### src/rtl/pwm_peripheral_pkg.sv
// Shared constants and the PWM compare helper for the 16-channel PWM peripheral.
package pwm_peripheral_pkg;

    localparam int PWM_BITS         = 8;
    localparam int PRESCALE_DEFAULT = 13;
    localparam int EN_WIDTH         = 16;

    localparam logic [PWM_BITS-1:0] DUTY_FULL = '1;

    // Full-scale duty is forced high so the last counter step never drops low.
    function automatic logic pwm_level(input logic [PWM_BITS-1:0] cnt,
                                       input logic [PWM_BITS-1:0] duty);
        return (duty == DUTY_FULL) || (cnt < duty);
    endfunction

endpackage

### src/rtl/pwm_timebase.sv
// Prescaler plus 8-bit PWM counter; flags the tick on which the counter wraps 0xFF->0x00.
module pwm_timebase
    import pwm_peripheral_pkg::*;
#(
    parameter int PRESCALE = PRESCALE_DEFAULT
) (
    input  logic                clk,
    input  logic                rst,
    output logic [PWM_BITS-1:0] cnt,
    output logic                wrap
);

    localparam int PW = (PRESCALE > 1) ? $clog2(PRESCALE) : 1;
    localparam logic [PW-1:0] PRESC_MAX = PW'(PRESCALE - 1);

    logic [PW-1:0] presc;
    logic          tick;

    assign tick = (presc == PRESC_MAX);
    assign wrap = tick && (cnt == '1);

    always_ff @(posedge clk or posedge rst) begin
        if (rst) begin
            presc <= '0;
            cnt   <= '0;
        end else begin
            if (tick) begin
                presc <= '0;
                cnt   <= cnt + 1'b1;
            end else begin
                presc <= presc + 1'b1;
            end
        end
    end

endmodule

### src/rtl/pwm_peripheral.sv
// 16 outputs, each off, static-on or PWM; duty is shadowed at the period wrap, enables are not.
module pwm_peripheral
    import pwm_peripheral_pkg::*;
#(
    parameter int PRESCALE = PRESCALE_DEFAULT,
    parameter int PWM_BITS = pwm_peripheral_pkg::PWM_BITS
) (
    input  logic                clk,
    input  logic                rst,
    input  logic [7:0]          en_reg_out_7_0,
    input  logic [7:0]          en_reg_out_15_8,
    input  logic [7:0]          en_reg_pwm_7_0,
    input  logic [7:0]          en_reg_pwm_15_8,
    input  logic [PWM_BITS-1:0] pwm_duty_cycle,
    output logic [7:0]          out_7_0,
    output logic [7:0]          out_15_8,
    output logic                period_start
);

    logic [PWM_BITS-1:0] cnt;
    logic                wrap;
    logic [PWM_BITS-1:0] duty_shadow;
    logic                pwm;
    logic [EN_WIDTH-1:0] en_out;
    logic [EN_WIDTH-1:0] en_pwm;
    logic [EN_WIDTH-1:0] out_next;
    logic [EN_WIDTH-1:0] out_q;

    pwm_timebase #(
        .PRESCALE (PRESCALE)
    ) u_timebase (
        .clk  (clk),
        .rst  (rst),
        .cnt  (cnt),
        .wrap (wrap)
    );

    assign en_out = {en_reg_out_15_8, en_reg_out_7_0};
    assign en_pwm = {en_reg_pwm_15_8, en_reg_pwm_7_0};
    assign pwm    = pwm_level(cnt, duty_shadow);

    always_comb begin
        out_next = en_out & (~en_pwm | {EN_WIDTH{pwm}});
    end

    // Shadow load, period marker and output register all update on the same edge.
    always_ff @(posedge clk or posedge rst) begin
        if (rst) begin
            duty_shadow  <= '0;
            period_start <= 1'b0;
            out_q        <= '0;
        end else begin
            if (wrap) begin
                duty_shadow <= pwm_duty_cycle;
            end
            period_start <= wrap;
            out_q        <= out_next;
        end
    end

    assign out_7_0  = out_q[7:0];
    assign out_15_8 = out_q[15:8];

endmodule

### config.mk
export PLATFORM = sky130hd
export DESIGN_NAME = pwm_peripheral
export DESIGN_NICKNAME = d
export VERILOG_FILES = /design/src/rtl/pwm_peripheral_pkg.sv /design/src/rtl/pwm_timebase.sv /design/src/rtl/pwm_peripheral.sv
export SDC_FILE = /design/constraint.sdc
export NUM_CORES = 1
export LEC_CHECK = 0
export CORE_MARGIN = 4
export CORE_UTILIZATION = 40
export DETAILED_ROUTE_END_ITERATION = 6
export PLACE_DENSITY_LB_ADDON = 0.25
export SLEW_MARGIN = 15
export SYNTH_ARGS = -nofsm -noshare
export SYNTH_HDL_FRONTEND = slang
export SYNTH_SLANG_ARGS = --single-unit
### constraint.sdc
create_clock -name clk -period 1.7 [get_ports clk]
set_input_delay 0.34 -clock clk [delete_from_list [all_inputs] [get_ports clk]]
set_output_delay 0.34 -clock clk [all_outputs]
set_load 0.02 [all_outputs]
### After elaboration in Yosys (flattened, before gate mapping)

Cells that the tools add are included.

* register bits after elaboration: 37
* bits of input ports: 42
* output and inout port bits: 17
* logic and storage cells: 17

* add/sub/neg operators: 2
* magnitude comparators: 1
* equal/unequal tests: 3
* mux-type cells: 1
* bitwise logic cells: 3
* reduce and logical (&&, ||, !) cells: 2

Operator list (count)
* $and 16x16->16: 1
* $eq 8x8->1 const B: 2
* $not 16->16: 1
* $or 16x16->16: 1
* $add 8x1->8 const B: 1
* $lt 8x8->1: 1
* $add 4x1->4 const B: 1
* $eq 4x4->1 const B: 1
* $mux 4: 1
* $logic_and 1x1->1: 1
* $logic_or 1x1->1: 1

### Longest topological paths before layout

Gate-level depths: netlist of the first run.

* word-level depth: 4
* gate-level depth with buffers: 8
* gate-level depth less buffers: 6

### By module

From an unflattened synthesis of the first run, not the netlist that was laid out.

* cells, all modules: 136
* area, all modules: 1642.8 µm²

Modules (own cells, without submodules)
* pwm_peripheral: times used 1, cells each 86, area an instance 1096.1 µm²
* pwm_timebase: times used 1, cells each 50, area an instance 546.8 µm²

### Worst setup path after synthesis of the first run

OpenSTA, ideal clock, no wires.

* kind: register to register
* from: reg u_timebase.presc[0]
* to: reg duty_shadow[0]
* setup time: 0.125 ns
* data arrival time: 1.710 ns
* slack: -0.135 ns
* stages on the path, launching flop included: 9
* path buffers: 2
* cells stage by stage: dfrtp_1 -> inv_1 -> ha_1 -> and3_1 -> buf_6 -> and4_4 -> and3_4 -> buf_12 -> mux2_4

* longest elaborated chain between the ends: 2

Ends and longest elaborated chain
* start, declared: line pwm_timebase.sv:16 `logic [PW-1:0] presc;`
* start signal, assigned: line pwm_timebase.sv:31 `presc <= presc + 1'b1;`
* $eq 4x4->1: line pwm_timebase.sv:19 `assign tick = (presc == PRESC_MAX);`
* $logic_and 1x1->1: line pwm_timebase.sv:20 `assign wrap = tick && (cnt == '1);`
* named net u_timebase.wrap: line pwm_timebase.sv:10 `output logic wrap`
* end signal, assigned: line pwm_peripheral.sv:54 `duty_shadow <= pwm_duty_cycle;`
* end, declared: line pwm_peripheral.sv:22 `logic [PWM_BITS-1:0] duty_shadow;`

The timed path passes the listed nets, and every way through them passes these cells.
A chain may end at the register's enable or synchronous reset.

### Worst setup path after layout of the first run

* from: reg u_timebase.cnt[6]
* to: reg out_q[9]

* longest elaborated chain between the ends: 4

Ends and longest elaborated chain
* start, declared: line pwm_timebase.sv:9 `output logic [PWM_BITS-1:0] cnt,`
* start signal, assigned: line pwm_timebase.sv:29 `cnt <= cnt + 1'b1;`
* $lt 8x8->1: line pwm_peripheral_pkg.sv:13 `return (duty == DUTY_FULL) || (cnt < duty);`
* $logic_or 1x1->1: line pwm_peripheral_pkg.sv:13
* $or 16x16->16: line pwm_peripheral.sv:43 `out_next = en_out & (~en_pwm | {EN_WIDTH{pwm}});`
* $and 16x16->16: line pwm_peripheral.sv:43
* named net out_next[9]: line pwm_peripheral.sv:26 `logic [EN_WIDTH-1:0] out_next;`
* end signal, assigned: line pwm_peripheral.sv:57 `out_q <= out_next;`
* end, declared: line pwm_peripheral.sv:27 `logic [EN_WIDTH-1:0] out_q;`

The timed path passes the listed nets, and every way through them passes these cells.

==> results.yml, run 1 <==
run_status:
  status: "complete, but fails checks"
  failed_checks: "negative setup slack"
placement:
  dp.cells: 243
  portBuffers: 58
  hpwl_um: 2960
  routabilityCongestion: 0.761
  post-place-ws_ns: -0.0720
cts:
  cts_buffer_depth: 2
  numCtsBuffers: 5
  cts.sinks: 37
  ctsRootBufferMaster: "clkbuf_8"
  path_clk_slew_ns: 0.07
  cts_tree: "done"
  ctsHtreeMaxLevel: 2
  hold_buffers: 0
  clock_latency_ns: 0.29
timing:
  slew_headroom: 0.755
  tightest_slew_ns: 0.368
  setup_viol: 4
  report.final.slew_viol_count: 0
  finalCritPeriodShare: 1.00
  holdWs_ns: 0.333
  finalWorstSetupSlack_ns: -0.00228
  skew_ns: 0.00960
  report.final.hold_viol_count: 0
  period_needed_ns: 1.70
  fmax_ghz: 0.587
  grt_setup_unrepaired: "yes"
detailed_routing:
  drc_errors: 0
  via_count: 1315
  final_antenna_net_count: 0
  wl_um: 4150
  first_pass_iters: 4
  wl_per_cell_um: 15.7
  dr.first_iter.drc_count: 39
  vias_per_cell: 4.98
floorplanning:
  die_w_um: 72.6
  fp.dieArea_um2: 5270
  die_y_um: 72.6
  rows: 23
  coreArea_um2: 4030
  io-pin-count: 59
  start_util: 0.414
min_path:
  min_path_type: "primary input to async pin"
synth:
  synth_top_family_by_area: "compound AO/OA/AOI/OAI gates"
  synth_flop_cell: "dfrtp_1"
  synth-compound-area-share: 0.131
  syn_area_per_cell_um2: 13.5
  synthMuxAreaShare: 0.0788
  syn_inst: 124
  yosys.area_share.simple: 0.0683
  synth-seq-cells: 37
  synth-edff-count: 0
  synthDistinctLibCells: 27
  synthArstFlopShare: 1.00
  yosysWarningCount: 0
  synth-xor-area-share: 0.0420
  synth_seq_area_share: 0.555
  syn-num-nets: 176
  syn_area_um2: 1670
  synth_fa_ha_area_frac: 0.0750
power:
  ir_worst_vdd_v: 0.000516
  leakagePower_nw: 1.21
  power.total_w: 0.00190
  p_per_area_nw_per_um2: 702
global_routing:
  first_global_vias: 1325
  grt_max_degree: 29
  grt.busiest_layer: "met2"
  use_met1: 0.181
  grt_pass1_wl_um: 6350
  grt_usage: 0.162
  gr-total-overflow: 0
  antenna_found_initial: 0
  grt_use_met3: 0.0868
  grt_util_met2: 0.261
final_layout:
  stdcell_count: 264
  diodes: 0
  nNetsFinal: 265
  syn2layout_area_growth_pct: 61.9
  drive_gt1_frac: 0.304
run:
  maxCapViolCount: 0
worst_setup_path:
  worst-path-max-fanout: 8
  rrSetupSlack_ns: -0.002
  cp.arrival_ns: 1.88
  end_kind: "flip-flop"
  path_class: "flip-flop to flip-flop"
  cp-start-kind: "flip-flop"
  r2r_cells: 6
  required_ns: 1.88
==> logic make-up (layout without fill, tap and decap cells) <==
logic type                 count (synthesis)  after routing
AOI/OAI and AO/OA                         26             26
adders and majority gates                 10             10
xor gates and xnor gates                   8              8
DFF                                       37             37
and+or+nand+nor                           20             21
buffers and inverters                     14            103
muxes                                      9              9
==> synth_stat cells, drive strengths merged, types with 3 or more instances <==
library cell  instances  share of area
dfrtp                37           0.56
a21boi               16          0.072
inv                  11          0.025
ha                   10          0.075
mux2                  9          0.079
nor2                  5          0.011
nand2                 4         0.0090
nand4                 4          0.015
xnor2                 4          0.021
xor2                  4          0.021
and3                  3          0.014
buf                   3          0.026
==> metrics by stage <==
stage           util   TNS (ns)  area, µm²
4_1_cts        0.624  -0.000966       2510
3_5_place_dp   0.589      -1.05       2370
6_report       0.670   -0.00692       2700
3_3_place_gp   0.589          0       2370
5_1_grt        0.670      -1.08       2700
2_1_floorplan      -      -1.00       1670
==> flip-flops by register name (all words and copies together) (netlist names) <==
register          cells
period_start          1
out_q                16
u_timebase.presc      4
u_timebase.cnt        8
duty_shadow           8
==> report_power, final <==
| part | total [W] | leakage [nW] | internal, W | switching, W |
|---|---|---|---|---|
| Combinational | 0.000201 | 0.672 | 0.000130 | 0.0000715 |
| Clock | 0.000791 | 0.0585 | 0.000478 | 0.000313 |
| Sequential | 0.000904 | 0.479 | 0.000899 | 0.00000527 |
==> layout make-up <==
class / count / area (µm²)
Multi-Input combinational cell: 74 / 769
Inverter: 11 / 41.3
Timing Repair Buffer: 84 / 783
Clock buffer: 7 / 86.3
Clock inverter: 1 / 30.0
Fill cell: 286 / 1330
Sequential cell: 37 / 927
Tap cell: 50 / 62.6
==> metal layers <==
| metal | routed length, µm | vias to the layer above |
|---|---|---|
| met5 | 0 | - |
| met4 | 91 | 0 |
| met3 | 431 | 10 |
| met2 | 2080 | 55 |
| met1 | 1550 | 640 |
| li1 | - | 610 |
==> placed cells by master, fill, tap and decap left out, types with 4 or more instances in the layout <==
cell             count
clkdlybuf4s50_1     58
dfrtp_1             36
buf_4               24
a21boi_1            12
mux2_4               8
inv_1                7
clkbuf_8             6
nor2_1               5
ha_4                 5
xor2_1               4
inv_2                4
xnor2_1              4
nand4_1              4
a21boi_2             4
nand2_1              4
ha_1                 4
==> timing repair <==
item | 4_1_cts | 5_1_grt
resized for setup | 4 | 37
gates cloned | 1 | 1
buffers inserted | 0 | 11
endpoints found under the setup margin | 24 | 24
pin swaps | 1 | 13
==> path summary, 6_finish.rpt <==
kind                                  endpoint                start
max                                   out_q[9]    u_timebase.cnt[6]
min                                   out_q[7]                  rst
max reg2reg                           out_q[9]    u_timebase.cnt[6]
min reg2reg                u_timebase.presc[3]  u_timebase.presc[3]
max in group asynchronous    u_timebase.cnt[1]                  rst
min in group clk           u_timebase.presc[3]  u_timebase.presc[3]
==> critical path, cell delays in order (launching register included) <==
cell	delay [ns]
dfrtp_1	0.41
ha_4	0.29
and4_1	0.24
o21ai_2	0.09
o32ai_4	0.32
buf_6	0.19
a21boi_1	0.07
Note: power is estimated with default switching activity, not from simulation.
==> run 2: changes to the inputs <==
--- a/config.mk
+++ b/config.mk
@@ -8,7 +8,7 @@
 export CORE_MARGIN = 4
 export CORE_UTILIZATION = 40
 export DETAILED_ROUTE_END_ITERATION = 6
-export PLACE_DENSITY_LB_ADDON = 0.25
+export PLACE_DENSITY_LB_ADDON = 0.08
 export SLEW_MARGIN = 15
 export SYNTH_ARGS = -nofsm -noshare
 export SYNTH_HDL_FRONTEND = slang
==> run 2 against run 1 <==
  * The run now ends clean
  * Utilization decreased by 0.87 points
  * Hold slack improved by 0.059 ns
  * Setup slack improved by 0.013 ns
  * Critical path depth unchanged
  * Routed wire length decreased by 5.0%
  * Cell area decreased by 1.3%
  * Total power decreased by 0.16%
  * Maximum frequency increased by 0.80%
  * Clock skew decreased by 0.0054 ns
==> results.yml, run 2 (same netlist as run 1, synthesis figures left out) <==
timing:
  report.final.hold_viol_count: 0
  finalWorstSetupSlack_ns: 0.0112
  skew_ns: 0.00424
  report.final.slew_viol_count: 0
  tightest_slew_ns: 0.315
  finalCritPeriodShare: 0.993
  setup_viol: 0
  period_needed_ns: 1.69
  grt_setup_unrepaired: "yes"
  slew_headroom: 0.790
  fmax_ghz: 0.592
worst_setup_path:
  path_class: "flip-flop to flip-flop"
  required_ns: 1.91
  end_kind: "flip-flop"
  cp.arrival_ns: 1.90
  worst-path-max-fanout: 8
  r2r_cells: 6
  cp-start-kind: "flip-flop"
run:
  maxCapViolCount: 0
placement:
  portBuffers: 58
  post-place-ws_ns: -0.0766
  routabilityCongestion: 0.701
  hpwl_um: 2670
final_layout:
  syn2layout_area_growth_pct: 59.8
  diodes: 0
  nNetsFinal: 263
  final_cell_mix: "clkdlybuf4s50_1, dfrtp_1, buf_4"
  drive_gt1_frac: 0.259
  mostFrequentLayoutCell: "clkdlybuf4s50_1"
  reg_top3: "out_q x16, duty_shadow x8, u_timebase.cnt x8"
  largest_register_ffs: 16
  max_flop_register: "out_q"
cts:
  cts_buffer_depth: 2
  hold_buffers: 0
  clock_latency_ns: 0.29
  ctsHtreeMaxLevel: 2
  cts_tree: "done"
  path_clk_slew_ns: 0.07
  cts.sinks: 37
  numCtsBuffers: 5
  ctsRootBufferMaster: "clkbuf_8"
global_routing:
  gr-total-overflow: 0
  grt_pass1_wl_um: 6020
  first_global_vias: 1342
  grt_usage: 0.151
  antenna_found_initial: 0
  grt_max_degree: 38
floorplanning:
  rows: 23
  fp.dieArea_um2: 5270
  start_util: 0.414
  coreArea_um2: 4030
  die_y_um: 72.6
  die_w_um: 72.6
  io-pin-count: 59
detailed_routing:
  final_antenna_net_count: 0
  dr.first_iter.drc_count: 56
  drc_errors: 0
  wl_um: 3940
  vias_per_cell: 4.80
  wl_per_cell_um: 15.1
  first_pass_iters: 4
  via_count: 1258
min_path:
  min_path_type: "primary input to async pin"
power:
  power.total_w: 0.00189
  leakagePower_nw: 1.20
  ir_worst_vdd_v: 0.000474
  p_per_area_nw_per_um2: 710
run_status:
  status: "completed"
-- run 2: changes by cell type in the layout (fill, tap and decap cells not counted), sizes merged --
cell,previous run,this run
buf,26,24
-- run 2: layer usage --
metal	global-route usage	up-vias	wire length, µm
met5	0	-	0
met3	0.0826	8	346
met4	0.0533	0	59
met1	0.169	602	1520
li1	-	608	-
met2	0.243	40	2010
-- run 2: timing repair --
item,CTS,global route
resized for setup,7,27
gates cloned,1,1
buffers inserted,0,9
pin swaps,3,10
endpoints found under the setup margin,24,24
-- run 2: path summary, 6_finish.rpt --
path | slack (ns) | to | startpoint
worst min-delay path | 0.39 | out_q[12] | rst
worst min register to register | 0.49 | u_timebase.presc[3] | u_timebase.presc[3]
worst max register to register | 0.01 | out_q[4] | duty_shadow[1]
max in group asynchronous | 1.11 | duty_shadow[5] | rst
min in group clk | 0.49 | u_timebase.presc[3] | u_timebase.presc[3]
worst max-delay path | 0.01 | out_q[4] | duty_shadow[1]
-- run 2: cell type report --
type	instances	area (µm²)
Inverter	11	41.3
Clock inverter	1	30.0
Clock buffer	7	86.3
Timing Repair Buffer	82	781
Fill cell	305	1360
Tap cell	50	62.6
Multi-Input combinational cell	74	738
Sequential cell	37	926
-- run 2: worst max-delay path: stages (launching register included) --
cell	delay, ns
dfrtp_1	0.39
inv_1	0.06
ha_1	0.30
a2111oi_4	0.41
o32ai_4	0.14
buf_6	0.16
a21boi_1	0.15
-- run 2: power breakdown --
group / switching [W] / total [W] / leakage, nW / internal (W)
clock network: 0.000311 / 0.000790 / 0.0585 / 0.000478
logic: 0.0000691 / 0.000200 / 0.661 / 0.000131
registers: 0.00000505 / 0.000904 / 0.479 / 0.000899
total: 0.000386 / 0.00189 / 1.20 / 0.00151
-- run 2: per-stage QoR --
step / cells / cell area, µm² / util / TNS [ns] / hold slack [ns]
6_report: 262 / 2670 / 0.661 / 0 / 0.392
2_1_floorplan: 124 / 1670 / - / -1.00 / 0.437
3_5_place_dp: 243 / 2390 / 0.592 / -0.911 / 0.470
5_1_grt: 262 / 2670 / 0.661 / -1.34 / 0.410
3_3_place_gp: 243 / 2390 / 0.592 / 0 / 0.455
4_1_cts: 252 / 2540 / 0.631 / 0 / 0.396
